### src/rtl/pipe_skid_reg.sv
// Elastic pipeline-stage register: valid/ready handshake with a 2-entry skid
// buffer, synchronous flush, and fully registered handshake outputs.
module pipe_skid_reg #(
    parameter int unsigned   N       = 64,
    parameter logic [N-1:0]  RST_VAL = {N{1'b0}}
) (
    input  logic         clk,
    input  logic         rst,
    input  logic         flush,
    input  logic         in_valid,
    output logic         in_ready,
    input  logic [N-1:0] in_data,
    output logic         out_valid,
    input  logic         out_ready,
    output logic [N-1:0] out_data,
    output logic [1:0]   count
);

    localparam int unsigned CNT_W = 2;

    // State encoding equals occupancy so count is a direct image of the state.
    typedef enum logic [CNT_W-1:0] {
        EMPTY = 2'd0,
        ONE   = 2'd1,
        TWO   = 2'd2
    } state_e;

    state_e             state_q, state_d;
    logic [N-1:0]       main_data_q, main_data_d;
    logic [N-1:0]       skid_data_q, skid_data_d;
    logic               out_valid_q, out_valid_d;
    logic               in_ready_q, in_ready_d;
    logic [CNT_W-1:0]   count_q, count_d;

    logic               accept_c;
    logic               drain_c;

    assign accept_c = in_valid & in_ready_q;
    assign drain_c  = out_valid_q & out_ready;

    always_comb begin
        state_d     = state_q;
        main_data_d = main_data_q;
        skid_data_d = skid_data_q;

        if (flush) begin
            // Squash everything; data registers keep stale contents.
            state_d = EMPTY;
        end else begin
            unique case (state_q)
                EMPTY: begin
                    if (accept_c) begin
                        state_d     = ONE;
                        main_data_d = in_data;
                    end
                end
                ONE: begin
                    if (accept_c && drain_c) begin
                        main_data_d = in_data;
                    end else if (accept_c) begin
                        state_d     = TWO;
                        skid_data_d = in_data;
                    end else if (drain_c) begin
                        state_d = EMPTY;
                    end
                end
                TWO: begin
                    if (drain_c) begin
                        state_d     = ONE;
                        main_data_d = skid_data_q;
                    end
                end
                default: begin
                    state_d = EMPTY;
                end
            endcase
        end

        // Handshake outputs are precomputed from next state so they leave flops.
        out_valid_d = (state_d != EMPTY);
        in_ready_d  = (state_d != TWO);
        count_d     = CNT_W'(state_d);
    end

    always_ff @(posedge clk or posedge rst) begin
        if (rst) begin
            state_q     <= EMPTY;
            main_data_q <= RST_VAL;
            skid_data_q <= RST_VAL;
            out_valid_q <= 1'b0;
            in_ready_q  <= 1'b1;
            count_q     <= '0;
        end else begin
            state_q     <= state_d;
            main_data_q <= main_data_d;
            skid_data_q <= skid_data_d;
            out_valid_q <= out_valid_d;
            in_ready_q  <= in_ready_d;
            count_q     <= count_d;
        end
    end

    assign in_ready  = in_ready_q;
    assign out_valid = out_valid_q;
    assign out_data  = main_data_q;
    assign count     = count_q;

endmodule

### config.mk
export PLATFORM = sky130hd
export DESIGN_NAME = pipe_skid_reg
export DESIGN_NICKNAME = d
export VERILOG_FILES = /design/src/rtl/pipe_skid_reg.sv
export SDC_FILE = /design/constraint.sdc
export NUM_CORES = 1
export LEC_CHECK = 0
export CAP_MARGIN = 15
export CORE_UTILIZATION = 49
export DETAILED_ROUTE_END_ITERATION = 10
export MAX_ROUTING_LAYER = met4
export PLACE_DENSITY = 0.79
export SKIP_CTS_REPAIR_TIMING = 1
export SYNTH_ARGS = -nofsm -noshare
export SYNTH_HDL_FRONTEND = slang
export SYNTH_SLANG_ARGS = --single-unit
### constraint.sdc
create_clock -name clk -period 5.8 [get_ports clk]
set_input_delay 1.74 -clock clk [delete_from_list [all_inputs] [get_ports clk]]
set_output_delay 1.74 -clock clk [all_outputs]
set_load 0.02 [all_outputs]
==> flow_summary.ini <==
[detailed_routing]
drc = 0
viasPerCell = 5.68
first_iter_violations = 194
vias = 4087
antenna_left = 0
wl_per_cell_um = 18.2
drt-total-wl_um = 13100
firstDrtPassIters = 4

[global_routing]
grt_usage_pct = 24.0
grt_pass1_vias = 4179
grt_max_degree = 133
antenna_found_initial = 0
grt_pass1_wl_um = 20800
grt-ovfl-total = 0

[logic_synthesis]
synth_nets = 509
ys_seq_elements = 132
synth_area_um2 = 5620
synth_cell_types = 25
avgSynthCellArea_um2 = 12.8
synthCells = 440
ys_seq_area_share_pct = 58.8
yosys_warnings = 0

[clocking]
clock_latency_ns = 0.41
cts_made_buffers = 17
path_clk_slew_ns = 0.06
numClockSinks = 132
cts.htree.levels = 4
cts_tree = done
cts_root_buf = clkbuf_16
clk_path_buf_depth = 2

[timing]
min_period_ns = 3.64
worstMarginPinSlew_ns = 0.985
maxSlewViolCount = 0
tns_ns = 0
fin_crit_sh_pct = 62.8
relSlewSlack_pct = 34.3
fin_ws_ns = 2.16
finalHoldViolCount = 0
setup_violations = 0
skew_ns = 0.00502
fmax_mhz = 275
grt_setup_unrepaired = no

[floorplan]
row_count = 38
dieArea_um2 = 11900
chipHeight_um = 109
initial_utilization_pct = 51.0
io-pin-count = 137
core_um2 = 11000
chipWidth_um = 109

[status]
status = finished, final reports clean

[cells_and_area]
layout_commonest_cell = clkdlybuf4s50_1
drive_above_1_share_pct = 17.1
nNetsFinal = 635
mostFrequentLayoutCells = 136 x clkdlybuf4s50_1, 131 x dfrtp_1, 72 x o21ai_0
areaGrowthSynthToFinish_pct = 36.6
n_antenna_cell = 0

[pwr]
irDropWorstVdd_v = 0.000262
p_leak_uw = 0.00330
powerDensity_nw_per_um2 = 495

[placement]
dp_slack_ns = 1.74
gp_congestion = 0.814
io_buffers = 136
dp_hpwl_um = 7740

[critical_path]
worst-setup-path-type = input pin to flip-flop
crit_required_ns = 6.08
cp.arrival_ns = 3.92
critPathLaunchType = input pin
cp_max_fo = 64
cp-end-kind = flip-flop

[worst_hold_path]
min_path_type = flip-flop to flip-flop

[flow_run]
max-cap-violations = 0
-- metal layers --
layer,share of wire (%),track usage (%),vias to the layer above
li1,-,-,1838
met4,1.7,8.40,0
met5,0,-,-
met2,49,38.2,150
met3,5.0,5.08,26
met1,44,30.3,2073
-- path summary, 6_finish.rpt --
path / cells after the start / slack (ns) / end / from
max: 4 / 2.16 / skid_data_q[31] / flush
min: 1 / 0.50 / skid_data_q[22] / skid_data_q[22]
max reg2reg: 4 / 3.45 / skid_data_q[31] / in_ready
min reg2reg: 1 / 0.50 / skid_data_q[22] / skid_data_q[22]
max in group asynchronous: 3 / 3.39 / skid_data_q[54] / rst
min in group asynchronous: 3 / 1.80 / out_data[49] / rst
-- cell type report --
class                   count  area (µm²)
flip-flops and latches    132        3300
clock buffers              18         439
clock inverters            14         201
well taps                 140         175
repair buffers            141        1420
multi-input cells         273        2130
fillers                   809        3350
inverters                   1        6.26
-- cell families (layout without fill, tap and decap cells) --
group           Yosys count  in the layout  synth area share, %
flops                   132            132                 58.8
compound gates          131            131                 11.8
mux                     128            128                 24.2
buf+inv                  35            174                 3.63
simple gates             13             13                 1.38
fa+ha+maj                 1              1                0.200
-- power breakdown --
part | switching [µW] | total [µW] | internal (µW) | leakage, µW
logic | 546 | 1140 | 593 | 0.00138
clock network | 404 | 1140 | 736 | 0.000307
registers | 216 | 1530 | 1310 | 0.00161
-- through the flow --
step                hold WS (ns)  cell area (µm²)  util [%]  total power (µW)  std cells
CTS                        0.495             7680      69.6              3830        719
detailed placement         0.482             7040      63.8              2670        687
floorplan                  0.464             5620         -              2140        440
finish                     0.495             7680      69.6              3810        719
global route               0.511             7680      69.6              3990        719
global placement           0.473             7020      63.6              2610        686
-- synth_stat cells, drive strengths merged --
master / count / area share [%]
nand3b: 1 / 0.13
mux2i: 64 / 11
o2bb2ai: 1 / 0.16
nand3: 1 / 0.18
nand2: 5 / 0.33
mux2: 64 / 13
dfstp: 1 / 0.47
clkbuf: 13 / 0.89
o21ai: 128 / 11
nor2b: 1 / 0.11
a21oi: 1 / 0.089
nand2b: 1 / 0.11
dfrtp: 131 / 58
a221oi: 1 / 0.16
maj3: 1 / 0.20
inv: 1 / 0.067
or2: 2 / 0.22
buf: 21 / 2.7
nor3: 1 / 0.18
and2: 1 / 0.11
-- registers in the layout (all words and copies together), names as in the netlist --
register     cells
out_valid        1
in_ready         1
out_data        64
skid_data_q     64
count            2
-- worst max-delay path, stage by stage --
cell and delay (ns):
clkdlybuf4s50_1 0.48, nor3_2 0.30, nand3_4 0.75, mux2_1 0.62
Note: power is estimated with default switching activity, not from simulation.
